File: config.mk
export PLATFORM = sky130hd
export DESIGN_NAME = stage_decode_pipe_flat
export DESIGN_NICKNAME = d
export VERILOG_FILES = /design/src/rtl/stage_decode_pipe_if.sv /design/src/rtl/stage_decode_pipe.sv /design/src/flat_wrapper.sv
export SDC_FILE = /design/constraint.sdc
export NUM_CORES = 2
export LEC_CHECK = 0
export CAP_MARGIN = 20
export CORE_ASPECT_RATIO = 2
export CORE_UTILIZATION = 55
export CTS_CLUSTER_SIZE = 25
export DETAILED_ROUTE_END_ITERATION = 10
export PLACE_DENSITY = 0.77
export REMOVE_ABC_BUFFERS = 1
export SYNTH_ARGS = -nofsm -noshare
export SYNTH_HDL_FRONTEND = slang
export SYNTH_SLANG_ARGS = --single-unit
export TNS_END_PERCENT = 100
File: constraint.sdc
create_clock -name clk -period 41.5 [get_ports clk]
set_input_delay 8.3 -clock clk [delete_from_list [all_inputs] [get_ports clk]]
set_output_delay 8.3 -clock clk [all_outputs]
set_load 0.005 [all_outputs]
File: src/rtl/stage_decode_pipe_if.sv
// Decode-stage bundle: IF/ID inputs, writeback and EX/MEM feedback,
// fetch control and the registered ID/EX outputs.
interface stage_decode_pipe_if #(
  parameter int DATA_W = 32,
  parameter int CNT_W  = 16
);
  logic [31:0]       i_pc;
  logic [31:0]       i_instruction;
  logic              i_valid;
  logic              i_wb_we;
  logic [4:0]        i_wb_addr;
  logic [DATA_W-1:0] i_wb_data;
  logic              i_exmem_regwrite;
  logic              i_exmem_memread;
  logic [4:0]        i_exmem_rd;
  logic [DATA_W-1:0] i_exmem_data;
  logic              i_hold;
  logic              o_pc_write;
  logic              o_if_id_write;
  logic              o_if_id_flush;
  logic              o_pc_src;
  logic [31:0]       o_target;
  logic              o_ex_valid;
  logic              o_ex_regwrite;
  logic              o_ex_memread;
  logic              o_ex_memwrite;
  logic              o_ex_memtoreg;
  logic              o_ex_alusrc;
  logic [3:0]        o_ex_aluop;
  logic [DATA_W-1:0] o_ex_rs_val;
  logic [DATA_W-1:0] o_ex_rt_val;
  logic [DATA_W-1:0] o_ex_imm;
  logic [4:0]        o_ex_rs;
  logic [4:0]        o_ex_rt;
  logic [4:0]        o_ex_dst;
  logic [CNT_W-1:0]  o_stall_count;

  modport slave (
    input  i_pc, i_instruction, i_valid,
    input  i_wb_we, i_wb_addr, i_wb_data,
    input  i_exmem_regwrite, i_exmem_memread,
    input  i_exmem_rd, i_exmem_data, i_hold,
    output o_pc_write, o_if_id_write, o_if_id_flush,
    output o_pc_src, o_target,
    output o_ex_valid, o_ex_regwrite, o_ex_memread,
    output o_ex_memwrite, o_ex_memtoreg, o_ex_alusrc,
    output o_ex_aluop, o_ex_rs_val, o_ex_rt_val, o_ex_imm,
    output o_ex_rs, o_ex_rt, o_ex_dst, o_stall_count
  );

  modport master (
    output i_pc, i_instruction, i_valid,
    output i_wb_we, i_wb_addr, i_wb_data,
    output i_exmem_regwrite, i_exmem_memread,
    output i_exmem_rd, i_exmem_data, i_hold,
    input  o_pc_write, o_if_id_write, o_if_id_flush,
    input  o_pc_src, o_target,
    input  o_ex_valid, o_ex_regwrite, o_ex_memread,
    input  o_ex_memwrite, o_ex_memtoreg, o_ex_alusrc,
    input  o_ex_aluop, o_ex_rs_val, o_ex_rt_val, o_ex_imm,
    input  o_ex_rs, o_ex_rt, o_ex_dst, o_stall_count
  );
endinterface

File: src/rtl/stage_decode_pipe.sv
// Instruction decode stage: register file, hazard detection,
// branch resolution with EX/MEM forwarding, and the ID/EX register.
module stage_decode_pipe #(
  parameter int DATA_W = 32,
  parameter int NREGS  = 32,
  parameter int CNT_W  = 16
) (
  input logic             clk,
  input logic             i_reset,
  stage_decode_pipe_if.slave bus
);
  localparam int AW = (NREGS > 1) ? $clog2(NREGS) : 1;

  logic [DATA_W-1:0] rf [NREGS];

  logic [31:0] instr;
  logic [5:0]  op, funct;
  logic [4:0]  rs, rt, rd;
  logic [AW-1:0] rs_i, rt_i, wb_i;
  logic [DATA_W-1:0] rs_rf, rt_rf, rs_br, rt_br, imm;
  logic [31:0] imm32, br_target, j_target;
  logic unused_bits;

  assign instr = bus.i_instruction;
  assign op    = instr[31:26];
  assign rs    = instr[25:21];
  assign rt    = instr[20:16];
  assign rd    = instr[15:11];
  assign funct = instr[5:0];
  assign rs_i  = rs[AW-1:0];
  assign rt_i  = rt[AW-1:0];
  assign wb_i  = bus.i_wb_addr[AW-1:0];
  assign imm   = {{(DATA_W-16){instr[15]}}, instr[15:0]};
  assign imm32 = {{16{instr[15]}}, instr[15:0]};
  assign unused_bits = ^{instr[10:6], imm32[31:30]};

  // Register reads with same-cycle writeback bypass; r0 is hardwired
  assign rs_rf = (rs_i == '0) ? '0 :
                 (bus.i_wb_we && wb_i == rs_i) ? bus.i_wb_data :
                 rf[rs_i];
  assign rt_rf = (rt_i == '0) ? '0 :
                 (bus.i_wb_we && wb_i == rt_i) ? bus.i_wb_data :
                 rf[rt_i];

  // Branch comparands take a completed ALU result from EX/MEM
  assign rs_br = (bus.i_exmem_regwrite && !bus.i_exmem_memread &&
                  rs != 5'd0 && bus.i_exmem_rd == rs) ?
                 bus.i_exmem_data : rs_rf;
  assign rt_br = (bus.i_exmem_regwrite && !bus.i_exmem_memread &&
                  rt != 5'd0 && bus.i_exmem_rd == rt) ?
                 bus.i_exmem_data : rt_rf;

  assign br_target = bus.i_pc + {imm32[29:0], 2'b00};
  assign j_target  = {bus.i_pc[31:28], instr[25:0], 2'b00};

  // Register file storage; reset clears every entry
  always_ff @(posedge clk or posedge i_reset) begin
    if (i_reset) begin
      for (int i = 0; i < NREGS; i++) rf[i] <= '0;
    end else if (bus.i_wb_we && wb_i != '0) begin
      rf[wb_i] <= bus.i_wb_data;
    end
  end

  logic is_r, is_addi, is_lw, is_sw, is_beq, is_bne, is_j;
  logic dc_valid, dc_regwrite, dc_memread, dc_memwrite;
  logic dc_memtoreg, dc_alusrc, uses_rt;
  logic [3:0] dc_aluop;
  logic [4:0] dc_dst;

  assign is_r    = (op == 6'h00);
  assign is_addi = (op == 6'h08);
  assign is_lw   = (op == 6'h23);
  assign is_sw   = (op == 6'h2B);
  assign is_beq  = (op == 6'h04);
  assign is_bne  = (op == 6'h05);
  assign is_j    = (op == 6'h02);
  assign uses_rt = is_r | is_sw | is_beq | is_bne;

  // Opcode/funct decode into ID/EX controls; unknown opcodes become bubbles
  always_comb begin
    dc_valid    = 1'b0;
    dc_regwrite = 1'b0;
    dc_memread  = 1'b0;
    dc_memwrite = 1'b0;
    dc_memtoreg = 1'b0;
    dc_alusrc   = 1'b0;
    dc_aluop    = 4'h0;
    dc_dst      = 5'd0;
    unique case (1'b1)
      is_r: begin
        dc_valid    = 1'b1;
        dc_regwrite = 1'b1;
        dc_dst      = rd;
        unique case (funct)
          6'h20:   dc_aluop = 4'h0;
          6'h22:   dc_aluop = 4'h1;
          6'h24:   dc_aluop = 4'h2;
          6'h25:   dc_aluop = 4'h3;
          6'h2A:   dc_aluop = 4'h4;
          default: begin
            dc_aluop    = 4'hF;
            dc_regwrite = 1'b0;
          end
        endcase
      end
      is_addi: begin
        dc_valid    = 1'b1;
        dc_regwrite = 1'b1;
        dc_alusrc   = 1'b1;
        dc_dst      = rt;
      end
      is_lw: begin
        dc_valid    = 1'b1;
        dc_regwrite = 1'b1;
        dc_memread  = 1'b1;
        dc_memtoreg = 1'b1;
        dc_alusrc   = 1'b1;
        dc_dst      = rt;
      end
      is_sw: begin
        dc_valid    = 1'b1;
        dc_memwrite = 1'b1;
        dc_alusrc   = 1'b1;
      end
      default: dc_valid = 1'b0;
    endcase
  end

  logic lu_hit, br_hit, stall, taken;

  // Hazard detection, branch resolution and fetch steering
  always_comb begin
    lu_hit = bus.o_ex_valid && bus.o_ex_memread &&
             bus.o_ex_rt != 5'd0 &&
             (bus.o_ex_rt == rs || (uses_rt && bus.o_ex_rt == rt));
    br_hit = (is_beq || is_bne) && (
      (rs != 5'd0 &&
       ((bus.o_ex_regwrite && bus.o_ex_dst == rs) ||
        (bus.i_exmem_memread && bus.i_exmem_rd == rs))) ||
      (rt != 5'd0 &&
       ((bus.o_ex_regwrite && bus.o_ex_dst == rt) ||
        (bus.i_exmem_memread && bus.i_exmem_rd == rt))));
    stall = bus.i_valid && (lu_hit || br_hit);
    taken = bus.i_valid && !stall && (is_j ||
            (is_beq && rs_br == rt_br) ||
            (is_bne && rs_br != rt_br));
    bus.o_target      = is_j ? j_target : br_target;
    bus.o_pc_write    = 1'b1;
    bus.o_if_id_write = 1'b1;
    bus.o_pc_src      = taken;
    bus.o_if_id_flush = taken;
    if (bus.i_hold) begin
      bus.o_pc_write    = 1'b0;
      bus.o_if_id_write = 1'b0;
      bus.o_pc_src      = 1'b0;
      bus.o_if_id_flush = 1'b0;
    end else if (stall) begin
      bus.o_pc_write    = 1'b0;
      bus.o_if_id_write = 1'b0;
    end
  end

  logic load_real;
  assign load_real = bus.i_valid && dc_valid && !stall;

  // ID/EX register: frozen by hold, bubbled on stall/branch/invalid
  always_ff @(posedge clk or posedge i_reset) begin
    if (i_reset) begin
      bus.o_ex_valid    <= 1'b0;
      bus.o_ex_regwrite <= 1'b0;
      bus.o_ex_memread  <= 1'b0;
      bus.o_ex_memwrite <= 1'b0;
      bus.o_ex_memtoreg <= 1'b0;
      bus.o_ex_alusrc   <= 1'b0;
      bus.o_ex_aluop    <= 4'h0;
      bus.o_ex_rs_val   <= '0;
      bus.o_ex_rt_val   <= '0;
      bus.o_ex_imm      <= '0;
      bus.o_ex_rs       <= 5'd0;
      bus.o_ex_rt       <= 5'd0;
      bus.o_ex_dst      <= 5'd0;
    end else if (!bus.i_hold) begin
      bus.o_ex_valid    <= load_real;
      bus.o_ex_regwrite <= load_real & dc_regwrite;
      bus.o_ex_memread  <= load_real & dc_memread;
      bus.o_ex_memwrite <= load_real & dc_memwrite;
      bus.o_ex_memtoreg <= load_real & dc_memtoreg;
      bus.o_ex_alusrc   <= load_real & dc_alusrc;
      bus.o_ex_aluop    <= load_real ? dc_aluop : 4'h0;
      bus.o_ex_rs_val   <= rs_rf;
      bus.o_ex_rt_val   <= rt_rf;
      bus.o_ex_imm      <= imm;
      bus.o_ex_rs       <= rs;
      bus.o_ex_rt       <= rt;
      bus.o_ex_dst      <= load_real ? dc_dst : 5'd0;
    end
  end

  // Saturating count of cycles lost to stalls
  always_ff @(posedge clk or posedge i_reset) begin
    if (i_reset) begin
      bus.o_stall_count <= '0;
    end else if (stall && !bus.i_hold && bus.o_stall_count != '1) begin
      bus.o_stall_count <= bus.o_stall_count + 1'b1;
    end
  end
endmodule

File: src/flat_wrapper.sv
// flat-port wrapper written by rule: the top's interface ports become plain ports
module stage_decode_pipe_flat 
#(
  parameter int DATA_W = 32,
  parameter int NREGS  = 32,
  parameter int CNT_W  = 16
)
  (clk, i_reset, bus_i_pc, bus_i_instruction, bus_i_valid, bus_i_wb_we, bus_i_wb_addr, bus_i_wb_data, bus_i_exmem_regwrite, bus_i_exmem_memread, bus_i_exmem_rd, bus_i_exmem_data, bus_i_hold, bus_o_pc_write, bus_o_if_id_write, bus_o_if_id_flush, bus_o_pc_src, bus_o_target, bus_o_ex_valid, bus_o_ex_regwrite, bus_o_ex_memread, bus_o_ex_memwrite, bus_o_ex_memtoreg, bus_o_ex_alusrc, bus_o_ex_aluop, bus_o_ex_rs_val, bus_o_ex_rt_val, bus_o_ex_imm, bus_o_ex_rs, bus_o_ex_rt, bus_o_ex_dst, bus_o_stall_count);
  stage_decode_pipe_if #(.DATA_W(DATA_W), .CNT_W(CNT_W)) bus_i ();
  input logic clk;
  input logic i_reset;
  input wire logic [$bits(bus_i.i_pc)-1:0] bus_i_pc;
  input wire logic [$bits(bus_i.i_instruction)-1:0] bus_i_instruction;
  input wire logic [$bits(bus_i.i_valid)-1:0] bus_i_valid;
  input wire logic [$bits(bus_i.i_wb_we)-1:0] bus_i_wb_we;
  input wire logic [$bits(bus_i.i_wb_addr)-1:0] bus_i_wb_addr;
  input wire logic [$bits(bus_i.i_wb_data)-1:0] bus_i_wb_data;
  input wire logic [$bits(bus_i.i_exmem_regwrite)-1:0] bus_i_exmem_regwrite;
  input wire logic [$bits(bus_i.i_exmem_memread)-1:0] bus_i_exmem_memread;
  input wire logic [$bits(bus_i.i_exmem_rd)-1:0] bus_i_exmem_rd;
  input wire logic [$bits(bus_i.i_exmem_data)-1:0] bus_i_exmem_data;
  input wire logic [$bits(bus_i.i_hold)-1:0] bus_i_hold;
  output wire logic [$bits(bus_i.o_pc_write)-1:0] bus_o_pc_write;
  output wire logic [$bits(bus_i.o_if_id_write)-1:0] bus_o_if_id_write;
  output wire logic [$bits(bus_i.o_if_id_flush)-1:0] bus_o_if_id_flush;
  output wire logic [$bits(bus_i.o_pc_src)-1:0] bus_o_pc_src;
  output wire logic [$bits(bus_i.o_target)-1:0] bus_o_target;
  output wire logic [$bits(bus_i.o_ex_valid)-1:0] bus_o_ex_valid;
  output wire logic [$bits(bus_i.o_ex_regwrite)-1:0] bus_o_ex_regwrite;
  output wire logic [$bits(bus_i.o_ex_memread)-1:0] bus_o_ex_memread;
  output wire logic [$bits(bus_i.o_ex_memwrite)-1:0] bus_o_ex_memwrite;
  output wire logic [$bits(bus_i.o_ex_memtoreg)-1:0] bus_o_ex_memtoreg;
  output wire logic [$bits(bus_i.o_ex_alusrc)-1:0] bus_o_ex_alusrc;
  output wire logic [$bits(bus_i.o_ex_aluop)-1:0] bus_o_ex_aluop;
  output wire logic [$bits(bus_i.o_ex_rs_val)-1:0] bus_o_ex_rs_val;
  output wire logic [$bits(bus_i.o_ex_rt_val)-1:0] bus_o_ex_rt_val;
  output wire logic [$bits(bus_i.o_ex_imm)-1:0] bus_o_ex_imm;
  output wire logic [$bits(bus_i.o_ex_rs)-1:0] bus_o_ex_rs;
  output wire logic [$bits(bus_i.o_ex_rt)-1:0] bus_o_ex_rt;
  output wire logic [$bits(bus_i.o_ex_dst)-1:0] bus_o_ex_dst;
  output wire logic [$bits(bus_i.o_stall_count)-1:0] bus_o_stall_count;
  assign bus_i.i_pc = bus_i_pc;
  assign bus_i.i_instruction = bus_i_instruction;
  assign bus_i.i_valid = bus_i_valid;
  assign bus_i.i_wb_we = bus_i_wb_we;
  assign bus_i.i_wb_addr = bus_i_wb_addr;
  assign bus_i.i_wb_data = bus_i_wb_data;
  assign bus_i.i_exmem_regwrite = bus_i_exmem_regwrite;
  assign bus_i.i_exmem_memread = bus_i_exmem_memread;
  assign bus_i.i_exmem_rd = bus_i_exmem_rd;
  assign bus_i.i_exmem_data = bus_i_exmem_data;
  assign bus_i.i_hold = bus_i_hold;
  assign bus_o_pc_write = bus_i.o_pc_write;
  assign bus_o_if_id_write = bus_i.o_if_id_write;
  assign bus_o_if_id_flush = bus_i.o_if_id_flush;
  assign bus_o_pc_src = bus_i.o_pc_src;
  assign bus_o_target = bus_i.o_target;
  assign bus_o_ex_valid = bus_i.o_ex_valid;
  assign bus_o_ex_regwrite = bus_i.o_ex_regwrite;
  assign bus_o_ex_memread = bus_i.o_ex_memread;
  assign bus_o_ex_memwrite = bus_i.o_ex_memwrite;
  assign bus_o_ex_memtoreg = bus_i.o_ex_memtoreg;
  assign bus_o_ex_alusrc = bus_i.o_ex_alusrc;
  assign bus_o_ex_aluop = bus_i.o_ex_aluop;
  assign bus_o_ex_rs_val = bus_i.o_ex_rs_val;
  assign bus_o_ex_rt_val = bus_i.o_ex_rt_val;
  assign bus_o_ex_imm = bus_i.o_ex_imm;
  assign bus_o_ex_rs = bus_i.o_ex_rs;
  assign bus_o_ex_rt = bus_i.o_ex_rt;
  assign bus_o_ex_dst = bus_i.o_ex_dst;
  assign bus_o_stall_count = bus_i.o_stall_count;
  stage_decode_pipe #(.DATA_W(DATA_W), .NREGS(NREGS), .CNT_W(CNT_W)) u_core (.clk(clk), .i_reset(i_reset), .bus(bus_i));
endmodule
[After elaboration in Yosys (flattened, before gate mapping)]
Index checks and enable logic that the tools add are counted.
Word-level totals
  latch bits: 0
  input bits: 145
  RAM bits: 0
  memories kept: 0
  register bits after elaboration: 1144
  output and inout port bits: 173
  word-level logic and storage cells: 164
  ROM bits: 0
Cells by class
  equal/unequal tests: 22
  bitwise gates (word level): 10
  divide/modulo/power cells: 0
  order comparisons: 4
  add/subtract/negate cells: 2
  $mul: 0
  reduce and logical (&&, ||, !) cells: 51
  shift-type cells: 0
  multiplexer cells: 30
Operators with widths (count)
  bitwise mux 1024 bit: 1
  2-to-1 mux 32 bit: 12
  binary-select mux 32 bit (select 5 bit): 2
  demux 32 bit (select 5 bit): 1
  equality test 6 bit (second input constant): 7
  equality test 5 bit: 8
  adder 32 bit: 1
  equality test 32 bit: 1
  inequality test 32 bit: 1
  logical AND 1 bit: 29
  one-hot mux 4 bit (5 select lines): 1
  nonzero test 5 bit: 4
  greater-or-equal comparator 6 bit (second input constant): 3
  inverter 5 -> 6 bit: 3
  adder 16 x 1 -> 16 bit (second input constant): 1
  inequality test 16 bit (second input constant): 1
  equality test 6 x 3 -> 1 bit (second input constant): 2
  logical NOT 5 bit: 2
  one-hot mux 5 bit (2 select lines): 1
  logical OR 1 bit: 8
  2-to-1 mux 1 bit: 8
  2-to-1 mux 4 bit: 2
  equality test 6 x 2 -> 1 bit (second input constant): 1
  equality test 6 x 4 -> 1 bit (second input constant): 1
  11 further kinds: 18

[Depth between registers and ports, before layout]
  depth after elaboration: 13
  depth in mapped cells: 19

[Least setup slack after synthesis]
OpenSTA, ideal clock, no wires.
  path type: in2out
  start: in bus_i_instruction[21]
  end: out bus_o_pc_src
  arrival time: 11405 ps
  buffers on the path: 4
  cell stages on the path: 15
  path slack: 21795 ps
  path through: buf_4 -> buf_6 -> buf_4 -> mux4_2 -> a22oi_1 -> a21oi_1 -> a311o_1 -> o22a_1 -> o22ai_1 -> a211oi_1 -> a2111oi_2 -> nand4_1 -> or4_1 -> nand3_1 -> buf_4
On the way
  word-level cells in the longest chain between the ends: 13
  elaborated cells between the ends (all ways): 36
Ends and longest elaborated chain
  start, declared: RTL line flat_wrapper.sv:13  | input wire logic [$bits(bus_i.i_instruction)-1:0] bus_i_instruction;
  inverter 5 -> 6 bit (implied by the code): RTL line stage_decode_pipe.sv:40  | rf[rs_i];
  binary-select mux 32 bit (select 5 bit): RTL line stage_decode_pipe.sv:40
  2-to-1 mux 32 bit (implied by the code) (2 in a row): RTL line stage_decode_pipe.sv:40
  2-to-1 mux 32 bit: RTL line stage_decode_pipe.sv:39  | (bus.i_wb_we && wb_i == rs_i) ? bus.i_wb_data :
  2-to-1 mux 32 bit: RTL line stage_decode_pipe.sv:38  | assign rs_rf = (rs_i == '0) ? '0 :
  2-to-1 mux 32 bit: RTL line stage_decode_pipe.sv:47  | rs != 5'd0 && bus.i_exmem_rd == rs) ?
  equality test 32 bit: RTL line stage_decode_pipe.sv:146  | (is_beq && rs_br == rt_br) ||
  logical AND 1 bit: RTL line stage_decode_pipe.sv:146
  logical OR 1 bit: RTL line stage_decode_pipe.sv:145  | taken = bus.i_valid && !stall && (is_j ||
  logical OR 1 bit: RTL line stage_decode_pipe.sv:146
  logical AND 1 bit *: RTL line stage_decode_pipe.sv:145
  2-to-1 mux 1 bit *
  end, declared: RTL line flat_wrapper.sv:26  | output wire logic [$bits(bus_i.o_pc_src)-1:0] bus_o_pc_src;
Mark *: on every way between the ends. The rest lies on a longest branch, timed or not. The select of a mux whose other input is x is not followed.

[Worst setup path in the final report]
  start: in bus_i_instruction[21]
  end: out bus_o_pc_src
On the way
  word-level cells in the longest chain between the ends: 13
  elaborated cells between the ends (all ways): 36
Ends and longest elaborated chain
  inverter 5 -> 6 bit (implied by the code): RTL line stage_decode_pipe.sv:40
  binary-select mux 32 bit (select 5 bit): RTL line stage_decode_pipe.sv:40
  2-to-1 mux 32 bit (implied by the code) (2 in a row): RTL line stage_decode_pipe.sv:40
  2-to-1 mux 32 bit: RTL line stage_decode_pipe.sv:39
  2-to-1 mux 32 bit: RTL line stage_decode_pipe.sv:38
  2-to-1 mux 32 bit: RTL line stage_decode_pipe.sv:47
  equality test 32 bit: RTL line stage_decode_pipe.sv:146
  logical AND 1 bit: RTL line stage_decode_pipe.sv:146
  logical OR 1 bit: RTL line stage_decode_pipe.sv:145
  logical OR 1 bit: RTL line stage_decode_pipe.sv:146
  logical AND 1 bit *: RTL line stage_decode_pipe.sv:145
  2-to-1 mux 1 bit *: RTL line stage_decode_pipe.sv:153  | if (bus.i_hold) begin
Marked as above.

==> metrics.log <==
INFO  metric via_count_of_the_first_global_routing_pass = between 40000 and 50000
INFO  metric cts.repair_timing.setup_buffer_count = 0
INFO  metric ys.flop_type = sky130_fd_sc_hd__dfrtp_1
INFO  metric fmax = between 0.04 and 0.05 GHz
INFO  metric clkTransAtPathRegs = approximately 0.070 ns
INFO  metric via_count = 46640
INFO  metric worst_skew_pair.late_latency = 0.74 ns
INFO  metric cp.required = approximately 33 ns
INFO  metric worst_setup_path_start_kind = input pin
INFO  metric hpwlAfterDp = ~150000 um
INFO  metric worstHoldPathCells = 0
INFO  metric criticalPathCategory = input pin to output port
INFO  metric row_count = roughly 180
INFO  metric synth_edf_count = 0
INFO  metric cpMaxStageDelayCell = sky130_fd_sc_hd__buf_4
INFO  metric final_net_count = about 4900
INFO  metric hold_end = u_core.rf[1012]
INFO  metric areaGrowthSynthToFinish = 11.89%
INFO  metric finish.utilization = around 62%
INFO  metric routedWlPerCell = about 36 um
INFO  metric setup_tns = 0 ns
INFO  metric initial_core_util = 55.61%
INFO  metric wire_length_of_the_first_global_routing_pass = about 330000 um
INFO  metric ioPinCount = ~320
INFO  metric cts_htree_levels = 3
INFO  metric hold_viol_final = 0
INFO  metric timing.critical_path.slowest_cell_delay = between 0.7 and 0.8 ns
INFO  metric r2r_cells = 11
INFO  metric peak_supply_drop = approximately 39 uV
INFO  metric die_w = roughly 240 um
INFO  metric mappedNetlistArea = about 63000 um2
INFO  metric r2r-start = u_core.bus.o_ex_dst[1]
INFO  metric grt_start_max_net_pins = about 190
INFO  metric power_density = ~46 nW/um2
INFO  metric synth.yosys.warnings = 0
INFO  metric netlist_top_cells_area = sky130_fd_sc_hd__dfrtp_1 45%, sky130_fd_sc_hd__mux2_2 18%, sky130_fd_sc_hd__mux4_2 17%
INFO  metric grt_use_total = about two fifths
INFO  metric worst_ep_arrival_time = between 15 and 20 ns
INFO  metric design.die.area = about 120000 um2
INFO  metric clock_tree_from_tritoncts = built
INFO  metric drv_slew = 0
INFO  metric synth_commonest_cells = 1144 x sky130_fd_sc_hd__dfrtp_1, 1005 x sky130_fd_sc_hd__mux2_2, 491 x sky130_fd_sc_hd__mux4_2
INFO  metric cts_made_buffers = 100
INFO  metric grt_setup_unrepaired = false
INFO  metric hp-class = register to register
INFO  metric slew_headroom = a little over a fifth
INFO  metric grt_overflow = 0
INFO  metric post-synth-top-area-fraction = a little under half
INFO  metric post_route_clock_skew = approximately 0.023 ns
INFO  metric ant_nets = 0
INFO  metric port-buffer-count = roughly 320
INFO  metric most_frequent_cell_on_the_critical_path = sky130_fd_sc_hd__buf_4
INFO  metric timing.rr.end = u_core.bus.o_ex_regwrite
INFO  metric worst_hold_startpoint = u_core.rf[1012]
INFO  metric worstPathMaxFanout = 69
INFO  metric grt_antenna_before_repair = 22
INFO  metric routabilityCongestion = 0.9683
INFO  metric timing.final.crit_share = 56.62%
INFO  metric power.static_leakage = about 0.030 uW
INFO  metric synth-seq-area-share = a little under half
INFO  metric buffer_type_at_the_clock_tree_root = sky130_fd_sc_hd__clkbuf_16
INFO  metric postSynthCellCount = around 4700
INFO  metric drt_drc_violations_left = 0
INFO  metric outcome = complete, no violations
INFO  metric worstMarginPinSlew = roughly 1.2 ns
INFO  metric max_cap_viol_count = 0
INFO  metric syn-mean-instance-area = 13.57 um2
INFO  metric cts-hold-fix-buffers = 0
INFO  metric final_period_minus_worst_setup_slack = roughly 23 ns
INFO  metric synthMostInstantiatedCell = sky130_fd_sc_hd__dfrtp_1
INFO  metric dr.first_iter.drc_count = roughly 5300
INFO  metric postCtsResizedCells = 0
INFO  metric core = 114100 um2
INFO  metric tritoncts_num_sinks = ~1100
INFO  metric postSynth.asyncResetShare = 100.0%
INFO  metric synth_cell_type_count = 91
INFO  metric yosys_register_bits = 1144
INFO  metric timing.critical_path.to_type = output port
INFO  metric crit_path_cell_trace = buf_8, buf_4, buf_4, buf_4, mux4_2, mux4_2, a211oi_2, a22oi_1, o22ai_1, a211oi_1, nor4_1, nand4_1, or4_1, nand3_1, clkdlybuf4s50_1
INFO  metric post_drt_via_cell_ratio = approximately 7.3
INFO  metric n_fill_cell = 8477
INFO  metric cts_buffer_depth = 3
INFO  metric final-setup-viol-count = 0
INFO  metric layout-drive-gt1-share = about two fifths
INFO  metric drtPass1Iterations = 6
INFO  metric yosys.area.top_type = sky130_fd_sc_hd__dfrtp_1
INFO  metric fp.dieH = between 400 and 500 um
INFO  metric reg2reg_setup_slack = about 38 ns
INFO  metric finalWirelength = 228300 um
[cells by family (layout without fill, tap and decap cells)]
group,Yosys count,in the layout,share of synthesized area (%)
AOI/OAI and AO/OA,701,701,7.432
xor gates and xnor gates,100,100,1.381
and+or+nand+nor,609,609,4.611
buffers and inverters,523,692,4.250
adders and majority gates,31,31,0.6233
DFF,1144,1144,45.13
muxes,1566,1566,36.58
other,0,6,0
[critical path: cells and delay by family]
| kind | cells | cell delay [ns] |
|---|---|---|
| buffers and inverters | 5 | 3.25 |
| AND/OR/NAND/NOR | 4 | 1.27 |
| multiplexers | 2 | 1.10 |
| AO/OA/AOI/OAI | 4 | 1.04 |
[layout by cell type (no fill, tap or decap), types with 93 or more instances in the layout]
cell	Yosys	routed
sky130_fd_sc_hd__nand2_1	236	221
sky130_fd_sc_hd__clkdlybuf4s50_1	0	306
sky130_fd_sc_hd__clkbuf_16	0	101
sky130_fd_sc_hd__mux2_2	1005	1005
sky130_fd_sc_hd__o21ai_0	155	152
sky130_fd_sc_hd__a21oi_1	93	93
sky130_fd_sc_hd__buf_4	58	149
sky130_fd_sc_hd__o22ai_1	131	131
sky130_fd_sc_hd__nor2_1	131	110
sky130_fd_sc_hd__dfrtp_1	1144	1144
sky130_fd_sc_hd__mux4_2	491	491
[routing by layer]
layer	vias up	share of wire, %	global-route usage (%)
met4	22	9.8	32.57
met1	23990	32	44.38
met5	-	0.074	0
met3	1139	12	12.24
li1	18040	-	-
met2	3455	46	61.43
[how the worst max path moves through the flow]
stage,start,to,slack [ns],cells past startpoint
2_1_floorplan,i_reset,u_core.bus.o_ex_aluop[0],0.98,1
3_3_place_gp,bus_i_instruction[21],bus_o_pc_src,18.12,16
3_5_place_dp,bus_i_instruction[21],bus_o_pc_src,18.11,15
4_1_cts,bus_i_instruction[21],bus_o_pc_src,18.10,15
5_1_grt,bus_i_instruction[21],bus_o_pc_src,17.69,15
6_report,bus_i_instruction[21],bus_o_pc_src,18.00,15
[cell type report]
| type | instances | area [um2] | share of cell area [%] |
|---|---|---|---|
| clock inverter | 45 | 601.8 | 0.8479 |
| timing repair buffer | 478 | 4569 | 6.438 |
| antenna | 6 | 15.01 | 0.02115 |
| clock buffer | 137 | 2821 | 3.975 |
| inverter | 32 | 127.6 | 0.1798 |
| tap | 1504 | 1882 | 2.651 |
| sequential | 1144 | 28630 | 40.33 |
| multi-input combinational | 3007 | 32340 | 45.56 |
[sequential cells by signal, summed over array words and instances (netlist names), 4 cells and up]
name and cells:
u_core.bus.o_ex_rt_val 32, u_core.bus.o_ex_imm 16, u_core.bus.o_stall_count 16, u_core.bus.o_ex_rt 5, u_core.bus.o_ex_rs_val 32, u_core.bus.o_ex_aluop 4, u_core.bus.o_ex_rs 5, u_core.bus.o_ex_dst 5
u_core.rf 1024
[per-stage QoR]
step           cells  setup slack [ns]  hold WS [ns]  instance area [um2]  power, uW
3_5_place_dp    6154             18.11        0.3837                67320       2246
2_1_floorplan   4183            0.9812        0.3625                60860       1935
3_3_place_gp    6154             18.12        0.3767                67320       2207
5_1_grt         6349             17.69        0.4077                70970       3358
4_1_cts         6336             18.10        0.3985                70740       3235
6_report        6353             18.00        0.3981                70980       3261
[power breakdown]
part           internal (uW)  total [uW]  switching, uW
Combinational            432         775            343
Clock                    548        1000            454
Sequential              1320        1480            165
Note: power is estimated with default switching activity, not from simulation.
